==> config.mk <==
export PLATFORM = sky130hd
export DESIGN_NAME = config_connection_block
export DESIGN_NICKNAME = d
export VERILOG_FILES = /design/src/rtl/cb_pkg.sv /design/src/rtl/cb_cfg_chain.sv /design/src/rtl/config_connection_block.sv
export SDC_FILE = /design/constraint.sdc
export NUM_CORES = 1
export LEC_CHECK = 0
export ABC_AREA = 0
export CELL_PAD_IN_SITES_DETAIL_PLACEMENT = 1
export CELL_PAD_IN_SITES_GLOBAL_PLACEMENT = 1
export CORE_ASPECT_RATIO = 1.5
export CORE_MARGIN = 1.5
export CORE_UTILIZATION = 40
export CTS_CLUSTER_DIAMETER = 200
export CTS_CLUSTER_SIZE = 40
export DETAILED_ROUTE_END_ITERATION = 6
export MAX_ROUTING_LAYER = met4
export PLACE_DENSITY = 0.89
export REMOVE_ABC_BUFFERS = 1
export SLEW_MARGIN = 20
export SYNTH_ARGS = -nofsm -noshare
export SYNTH_HDL_FRONTEND = slang
export SYNTH_SLANG_ARGS = --single-unit
==> constraint.sdc <==
create_clock -name clk -period 1.8 [get_ports clk]
set_input_delay 0.18 -clock clk [delete_from_list [all_inputs] [get_ports clk]]
set_output_delay 0.18 -clock clk [all_outputs]
set_load 0.02 [all_outputs]
==> src/rtl/cb_pkg.sv <==
//------------------------------------------------------------------------------
// Module   : cb_pkg
// Purpose  : Shared types and helpers for the configurable connection block:
//            configuration-chain FSM states, config-bit count and the
//            tap-to-track mapping used by the pin multiplexers.
// Revision : 1.0 - initial release
//------------------------------------------------------------------------------
`default_nettype none

package cb_pkg;

  // Configuration chain states
  typedef enum logic [1:0] {
    CB_IDLE   = 2'd0,
    CB_SHIFT  = 2'd1,
    CB_LOADED = 2'd2
  } cb_state_e;

  // Total number of configuration bits held by one block
  function automatic int cb_cfg_bits(input int num_pins, input int taps_per_pin);
    return num_pins * taps_per_pin;
  endfunction

  // Track reached by tap t of pin p: pins are staggered by two tracks and
  // taps come in adjacent pairs spaced four tracks apart, wrapping round
  function automatic int cb_tap_track(input int p, input int t, input int channel_width);
    return (2 * p + (t % 2) + 4 * (t / 2)) % channel_width;
  endfunction

endpackage : cb_pkg

`default_nettype wire

==> src/rtl/cb_cfg_chain.sv <==
//------------------------------------------------------------------------------
// Module   : cb_cfg_chain
// Purpose  : Serial configuration chain of the connection block: shadow shift
//            register, saturating bit counter, load FSM and commit status
//            flags. Build option CB_ONEHOT_CHECK_EN rejects commits whose pin
//            fields are not zero or one-hot.
// Revision : 1.0 - initial release
//------------------------------------------------------------------------------
`default_nettype none

module cb_cfg_chain
  import cb_pkg::*;
#(
  parameter int NUM_PINS     = 3,
  parameter int TAPS_PER_PIN = 4,
  parameter int CFG_BITS     = NUM_PINS * TAPS_PER_PIN
) (
  input  logic                clk,
  input  logic                rst_n,
  input  logic                cfg_en_i,
  input  logic                cfg_in_i,
  input  logic                cfg_commit_i,
  output logic [CFG_BITS-1:0] shadow_o,
  output logic                load_o,
  output logic                cfg_out_o,
  output logic                cfg_done_o,
  output logic                cfg_valid_o,
  output logic                cfg_err_o
);

  localparam int                CNT_W    = $clog2(CFG_BITS + 1);
  localparam logic [CNT_W-1:0]  CNT_FULL = CNT_W'(CFG_BITS);

  cb_state_e           state_q, state_d;
  logic [CNT_W-1:0]    count_q, count_d;
  logic [CFG_BITS-1:0] shadow_q, shadow_d;
  logic                done_q, done_d;
  logic                valid_q, valid_d;
  logic                err_q, err_d;
  logic                w_fields_ok;
  logic [CNT_W-1:0]    w_count_inc;

`ifdef CB_ONEHOT_CHECK_EN
  logic [NUM_PINS-1:0] w_field_ok;
  for (genvar p = 0; p < NUM_PINS; p++) begin : g_field
    assign w_field_ok[p] = $onehot0(shadow_q[p*TAPS_PER_PIN +: TAPS_PER_PIN]);
  end
  assign w_fields_ok = &w_field_ok;
`else
  assign w_fields_ok = 1'b1;
`endif

  assign w_count_inc = count_q + CNT_W'(1);

  // Next-state logic: a commit in LOADED wins over a simultaneous shift
  always_comb begin
    state_d  = state_q;
    count_d  = count_q;
    shadow_d = shadow_q;
    valid_d  = valid_q;
    err_d    = err_q;
    done_d   = 1'b0;
    load_o   = 1'b0;
    if (cfg_commit_i && (state_q == CB_LOADED)) begin
      state_d = CB_IDLE;
      count_d = '0;
      if (w_fields_ok) begin
        load_o  = 1'b1;
        done_d  = 1'b1;
        valid_d = 1'b1;
      end else begin
        err_d = 1'b1;
      end
    end else begin
      // Premature commit flags an error but leaves the load in progress alone
      if (cfg_commit_i) begin
        err_d = 1'b1;
      end
      if (cfg_en_i) begin
        shadow_d = {cfg_in_i, shadow_q[CFG_BITS-1:1]};
        case (state_q)
          CB_IDLE: begin
            count_d = CNT_W'(1);
            state_d = CB_SHIFT;
          end
          CB_SHIFT: begin
            count_d = w_count_inc;
            if (w_count_inc == CNT_FULL) begin
              state_d = CB_LOADED;
            end
          end
          default: begin
            count_d = CNT_FULL;
          end
        endcase
      end
    end
  end

  // State registers, cleared asynchronously
  always_ff @(posedge clk or negedge rst_n) begin
    if (!rst_n) begin
      state_q  <= CB_IDLE;
      count_q  <= '0;
      shadow_q <= '0;
      done_q   <= 1'b0;
      valid_q  <= 1'b0;
      err_q    <= 1'b0;
    end else begin
      state_q  <= state_d;
      count_q  <= count_d;
      shadow_q <= shadow_d;
      done_q   <= done_d;
      valid_q  <= valid_d;
      err_q    <= err_d;
    end
  end

  assign shadow_o    = shadow_q;
  assign cfg_out_o   = shadow_q[0];
  assign cfg_done_o  = done_q;
  assign cfg_valid_o = valid_q;
  assign cfg_err_o   = err_q;

endmodule : cb_cfg_chain

`default_nettype wire

==> src/rtl/config_connection_block.sv <==
//------------------------------------------------------------------------------
// Module   : config_connection_block
// Purpose  : FPGA-style connection block. Routing tracks pass straight
//            through; each CLB input pin selects one of its candidate tracks
//            according to a serially loaded, commit-activated configuration.
//            Build option CB_ONEHOT_CHECK_EN enables commit-time field checks.
// Revision : 1.0 - initial release
//------------------------------------------------------------------------------
`default_nettype none

module config_connection_block
  import cb_pkg::*;
#(
  parameter int CHANNEL_WIDTH = 8,
  parameter int NUM_PINS      = 3,
  parameter int TAPS_PER_PIN  = 4
) (
  input  logic                     clk,
  input  logic                     rst_n,
  input  logic [CHANNEL_WIDTH-1:0] chan_in,
  output logic [CHANNEL_WIDTH-1:0] chan_out,
  output logic [NUM_PINS-1:0]      pin_out,
  input  logic                     cfg_en,
  input  logic                     cfg_in,
  output logic                     cfg_out,
  input  logic                     cfg_commit,
  output logic                     cfg_done,
  output logic                     cfg_valid,
  output logic                     cfg_err
);

  localparam int CFG_BITS = cb_cfg_bits(NUM_PINS, TAPS_PER_PIN);

  logic [CFG_BITS-1:0] w_shadow;
  logic [CFG_BITS-1:0] active_q;
  logic                w_load;

  cb_cfg_chain #(
    .NUM_PINS     (NUM_PINS),
    .TAPS_PER_PIN (TAPS_PER_PIN),
    .CFG_BITS     (CFG_BITS)
  ) u_chain (
    .clk          (clk),
    .rst_n        (rst_n),
    .cfg_en_i     (cfg_en),
    .cfg_in_i     (cfg_in),
    .cfg_commit_i (cfg_commit),
    .shadow_o     (w_shadow),
    .load_o       (w_load),
    .cfg_out_o    (cfg_out),
    .cfg_done_o   (cfg_done),
    .cfg_valid_o  (cfg_valid),
    .cfg_err_o    (cfg_err)
  );

  // Active configuration captures the shadow only on an accepted commit
  always_ff @(posedge clk or negedge rst_n) begin
    if (!rst_n) begin
      active_q <= '0;
    end else if (w_load) begin
      active_q <= w_shadow;
    end
  end

  assign chan_out = chan_in;

  for (genvar p = 0; p < NUM_PINS; p++) begin : g_pin
    logic [TAPS_PER_PIN-1:0] w_hit;
    logic [TAPS_PER_PIN-1:0] w_trk;
    logic [TAPS_PER_PIN-1:0] w_first;

    for (genvar t = 0; t < TAPS_PER_PIN; t++) begin : g_tap
      localparam int TRK = cb_tap_track(p, t, CHANNEL_WIDTH);
      assign w_hit[t] = active_q[p*TAPS_PER_PIN + t];
      assign w_trk[t] = chan_in[TRK];
    end

    // Isolate the lowest set tap so multi-hot fields resolve deterministically
    assign w_first    = w_hit & (~w_hit + TAPS_PER_PIN'(1));
    assign pin_out[p] = cfg_valid & (|(w_first & w_trk));
  end

endmodule : config_connection_block

`default_nettype wire

-- After elaboration in Yosys (flattened, before gate mapping)
Cells that the tools add are included.
- register bits after elaboration: 33
- output and inout bits: 15
- logic and storage cells: 46
- add/subtract/negate cells: 4
- equality and inequality tests: 4
- mux-type cells: 8
- bitwise logic cells: 13
- reduce and logical (&&, ||, !) cells: 10
- operators with widths (cell ; number):
    4-bit bitwise AND ; 6
    4-bit by 1-bit adder with 4-bit output, second input constant ; 4
    4-bit NOT ; 3
    4-bit OR reduction ; 3
    4-bit two-way mux ; 2
    4-bit case mux with 2 select lines ; 1
    2-bit two-way mux ; 3
    4-bit == test, second input constant ; 1
    2-bit case mux with 2 select lines ; 1
    2-bit AND reduction ; 2
    1-bit bitwise AND ; 3
    3-bit by 1-bit != test with 1-bit output, second input constant ; 1
    3-bit AND reduction ; 1
    3-bit nonzero test ; 1
    2-bit by 1-bit == test with 1-bit output, second input constant ; 1
    2-bit == test, second input constant ; 1
    2-bit logical NOT ; 1
    2-bit nonzero test ; 1
    1-bit logical AND ; 1
    1-bit two-way mux ; 1
    1-bit NOT ; 1

-- Logic depth before layout (Yosys ltp)
- word-level depth: 6
- mapped depth: 6

-- Modules after synthesis
Synthesis repeated with hierarchy kept, for this count alone.
- cells, all modules: 119
- area, all modules: 1592.8 um2
- by module, submodules not included (module ; times used ; cells an instance ; area an instance (um2)):
    cb_cfg_chain ; 1 ; 68 ; 973.4
    config_connection_block ; 1 ; 51 ; 619.3

-- Worst setup path before layout
OpenSTA, ideal clock, no wires.
- kind: reg-to-reg
- from: reg u_chain.state_q[0]
- to: reg u_chain.shadow_q[10], in the netlist u_chain.shadow_o[10]
- library setup time: 125 ps
- arrival: 1203 ps
- data required time: 1675 ps
- slack: 472 ps
- stages on the path, launching flop included: 6
- path buffers: 2
- clock period less this slack: 1328 ps
- path through: dfrtp_1 -> buf_6 -> nand3b_4 -> nand2_4 -> buf_6 -> mux2_4
- cells in the longest elaborated chain, start to end: 4
- ends and longest elaborated chain (what ; RTL line ; text):
    start, declared ; cb_cfg_chain.sv:34 ; cb_state_e state_q, state_d;
    start signal, assigned ; cb_cfg_chain.sv:110 ; state_q <= state_d;
    2-bit == test ; cb_cfg_chain.sv:64 ; if (cfg_commit_i && (state_q == CB_LOADED)) begin
    1-bit logical AND ; cb_cfg_chain.sv:64 ;
    1-bit NOT (no line) ; - ;
    2-bit AND reduction (no line) ; - ;
    end signal, assigned ; cb_cfg_chain.sv:112 ; shadow_q <= shadow_d;
    end, declared ; cb_cfg_chain.sv:36 ; logic [CFG_BITS-1:0] shadow_q, shadow_d;
No other way between the ends.
A chain may end at the register's enable or synchronous reset.

-- Worst setup path in the final report
- from: reg active_q[2]
- to: out pin_out[0]
- cells in the longest elaborated chain, start to end: 6
- ends and longest elaborated chain (what ; RTL line ; text):
    start, declared ; config_connection_block.sv:35 ; logic [CFG_BITS-1:0] active_q;
    start signal, assigned ; config_connection_block.sv:61 ; active_q <= w_shadow;
    4-bit NOT ; config_connection_block.sv:79 ; assign w_first = w_hit & (~w_hit + TAPS_PER_PIN'(1));
    4-bit by 1-bit adder with 4-bit output ; config_connection_block.sv:79 ;
    4-bit bitwise AND (*) ; config_connection_block.sv:79 ;
    4-bit bitwise AND (*) ; config_connection_block.sv:80 ; assign pin_out[p] = cfg_valid & (|(w_first & w_trk));
    4-bit OR reduction (*) ; config_connection_block.sv:80 ;
    1-bit bitwise AND (*) ; config_connection_block.sv:80 ;
    end, declared ; config_connection_block.sv:22 ; output logic [NUM_PINS-1:0] pin_out,
Mark *: on every way between the ends. The rest lies on a longest branch, timed or not.

==> flow_metrics.tcl <==
set metrics [dict create \
    run_status "complete, no violations" \
    aggregate_global_routing_overflow 0 \
    num_vias 1182 \
    register_area_um2 826 \
    synth.yosys.warnings 0 \
    gp_congestion 0.752 \
    detail_route.wl_per_cell_um 16.3 \
    grt_first_pass_wirelength_mm 5.95 \
    crit_type "reg2out" \
    filler_cells_inserted 442 \
    achievable-frequency_mhz 603 \
    synthToLayoutAreaGrowth_pct 23.6 \
    port-buffer-count 27 \
    floorplan.initialDensity 0.412 \
    syn_area_per_cell_um2 10.3 \
    irDropWorstVdd_uv 766 \
    finalSetupViolCount 0 \
    antenna_violations_before_repair 0 \
    ctsHoldBuffers 0 \
    fp.dieW_um 54.7 \
    grt_pass1_vias 1279 \
    first_pass_iters 4 \
    wirelength_mm 3.71 \
    floorplan.die.height_um 80.6 \
    htree_num_levels 2 \
    placed_area_um2 1870 \
    ys_types 27 \
    detail_route.vias_per_cell 5.21 \
    std_cell_rows 28 \
    cts_tree "built" \
    layout.cells.most_common_list "sky130_fd_sc_hd__nand2_1 (43), sky130_fd_sc_hd__dfrtp_1 (33), sky130_fd_sc_hd__clkdlybuf4s50_1 (24)" \
    timing.critical_path.arrival_ns 1.48 \
    final_util 0.510 \
    gr-usage-met2 0.349 \
    finalMaxSlewViolations 0 \
    period_minus_slack_ns 1.66 \
    power.density_cell_area_nw_per_um2 1570 \
    cts_root_buffer "sky130_fd_sc_hd__clkbuf_8" \
    remaining_drc_errors 0 \
    clock_power_share 0.229 \
    power.sequential.fraction 0.443 \
    drtAntennaViolNets 0 \
    final_net_count 196 \
    insertion_delay_ns 0.29 \
    flip_flop_and_latch_count_after_synthesis 33 \
    multi_input_area_um2 661 \
    netSwitchingFraction 0.343 \
    total_switching_power_w 0.00107 \
    layout-drive-gt1-share 0.165 \
    finalCritPeriodShare 0.922 \
    design_area_um2 1980 \
    tritoncts.num_buffers 5 \
    number_of_standard_cells_after_synthesis 155 \
    num_antenna_cells 0 \
    floorplan.core_area_um2 3890 \
    grt_use_total 0.199 \
    ioPinCount 28 \
    numClockSinks 33 \
    leakagePower_nw 0.952 \
    globalRouteMet1Util 0.202 \
    dp.final_hpwl_mm 2.68 \
    combPwrFrac 0.328 \
    min-delay-path-class "in2async" \
    cell_internal_pwr_w 0.00204 \
    cts.reportedPaths.clkPinSlew_ns 0.07 \
    finalHoldViolCount 0 \
    timing.critical_path.fanout_max 3 \
    globalRouteMet3Util 0.0539 \
    max_slew.worst_pin.slew_ns 0.410 \
    mostFrequentLayoutCell "sky130_fd_sc_hd__nand2_1" \
    critical_path.startpoint_type "flip-flop" \
    final.setup_skew_ns 0.00907 \
    drt_first_iter_violations 12 \
    timing.max_slew.rel_slack 0.727 \
    setup_repair_after_global_routing_missed_its_margin "no" \
    cap_viol_max_count 0 \
    top_usage_layer "met2" \
    post_cts.repair.setup_buffers 0 \
    worst-endpoint-required_ns 1.62 \
    synth.cell_area_um2 1600 \
    critPathCaptureType "primary output" \
    grt_start_max_net_pins 34 \
    clockBufferDepth 2 \
    post_cts_resize_count 3 \
    synth_seq_area_share 0.515 \
    floorplan.die_area_um2 4410 \
]
-- cells in the mapped netlist --
cell type	n	area [µm²]
sky130_fd_sc_hd__a32o_1	1	10.0
sky130_fd_sc_hd__buf_2	4	20.0
sky130_fd_sc_hd__buf_4	8	60.1
sky130_fd_sc_hd__inv_1	4	15.0
sky130_fd_sc_hd__nand2_4	1	11.3
sky130_fd_sc_hd__a21oi_1	8	40.0
sky130_fd_sc_hd__o211a_1	1	10.0
sky130_fd_sc_hd__mux2_2	3	33.8
sky130_fd_sc_hd__a31oi_1	2	12.5
sky130_fd_sc_hd__xor2_1	1	8.76
sky130_fd_sc_hd__a21o_1	1	7.51
sky130_fd_sc_hd__nor2b_1	6	37.5
sky130_fd_sc_hd__nand2b_1	3	18.8
sky130_fd_sc_hd__ha_1	2	25.0
sky130_fd_sc_hd__nand2_1	43	161
sky130_fd_sc_hd__nand4b_1	1	8.76
sky130_fd_sc_hd__nor2_1	5	18.8
sky130_fd_sc_hd__nor3_1	2	10.0
sky130_fd_sc_hd__nand3b_4	1	20.0
sky130_fd_sc_hd__dfrtp_1	33	826
sky130_fd_sc_hd__mux2_4	10	150
sky130_fd_sc_hd__or2_2	1	6.26
sky130_fd_sc_hd__buf_6	2	22.5
sky130_fd_sc_hd__a22oi_1	3	22.5
sky130_fd_sc_hd__o31ai_1	1	7.51
sky130_fd_sc_hd__nand3_1	3	15.0
sky130_fd_sc_hd__o21ai_0	5	25.0
-- routing by layer --
metal  vias to the layer above  wire length [µm]
met4                         0                46
li1                        556                 -
met5                         -                 0
met2                        22              2110
met1                       600              1440
met3                         4               113
-- final timing paths --
path | end | slack [ns] | start | cells past startpoint
setup / recovery | pin_out[0] | 0.14 | active_q[2] | 5
min in group clk | u_chain.cfg_err_o | 0.46 | u_chain.cfg_err_o | 1
max in group asynchronous | active_q[5] | 1.21 | rst_n | 2
hold reg to reg | u_chain.cfg_err_o | 0.46 | u_chain.cfg_err_o | 1
hold / removal | u_chain.shadow_o[1] | 0.29 | rst_n | 2
setup reg to reg | u_chain.shadow_o[1] | 0.33 | u_chain.state_q[1] | 3
-- power by group through the flow --
stage	Combinational, W	Sequential, W	Clock (W)
finish	0.00102	0.00138	0.000712
global route	0.00113	0.00143	0.000761
CTS	0.00104	0.00138	0.000734
detailed placement	0.00104	0.00139	0
global placement	0.000962	0.00135	0
floorplan	0.000679	0.00131	0
-- logic make-up after synthesis --
logic type | share of synthesized area
multiplexers | 0.115
AND/OR/NAND/NOR | 0.192
AO/OA/AOI/OAI | 0.0842
adder cells (fa/ha/maj) | 0.0156
XOR/XNOR | 0.00546
buffers and inverters | 0.0733
flip-flops | 0.515
-- stage by stage --
step           setup TNS (ns)  worst slack [ns]  total power (W)  hold WS [ns]  std cells
6_report                    0             0.141          0.00311         0.288        227
5_1_grt                     0            0.0246          0.00332         0.319        227
4_1_cts                     0            0.0247          0.00316         0.295        227
3_5_place_dp           -0.422            -0.214          0.00243         0.448        219
3_3_place_gp           -0.273            -0.140          0.00231         0.441        219
2_1_floorplan               0             0.428          0.00199        -0.116        141
-- cell type report --
| type | count | share of cell area |
|---|---|---|
| clock buffers | 7 | 0.0436 |
| clock inverters | 1 | 0.0152 |
| inverters | 4 | 0.00758 |
| multi-input cells | 104 | 0.333 |
| flip-flops and latches | 33 | 0.417 |
| well taps | 45 | 0.0284 |
| repair buffers | 33 | 0.155 |
-- worst max-delay path, stage by stage, from the launching register on --
cell and delay (ns):
sky130_fd_sc_hd__dfrtp_1 0.40, sky130_fd_sc_hd__a21oi_1 0.14, sky130_fd_sc_hd__o21ai_0 0.10, sky130_fd_sc_hd__a22oi_1 0.18, sky130_fd_sc_hd__nor2b_1 0.06, sky130_fd_sc_hd__dlygate4sd2_1 0.32
-- sequential cells by signal, indices dropped and copies added (netlist names) --
| signal | flops |
|---|---|
| u_chain.cfg_valid_o | 1 |
| u_chain.cfg_err_o | 1 |
| active_q | 12 |
| u_chain.count_q | 4 |
| u_chain.cfg_done_o | 1 |
| u_chain.state_q | 2 |
| u_chain.shadow_o | 12 |
Note: power is estimated with default switching activity, not from simulation.
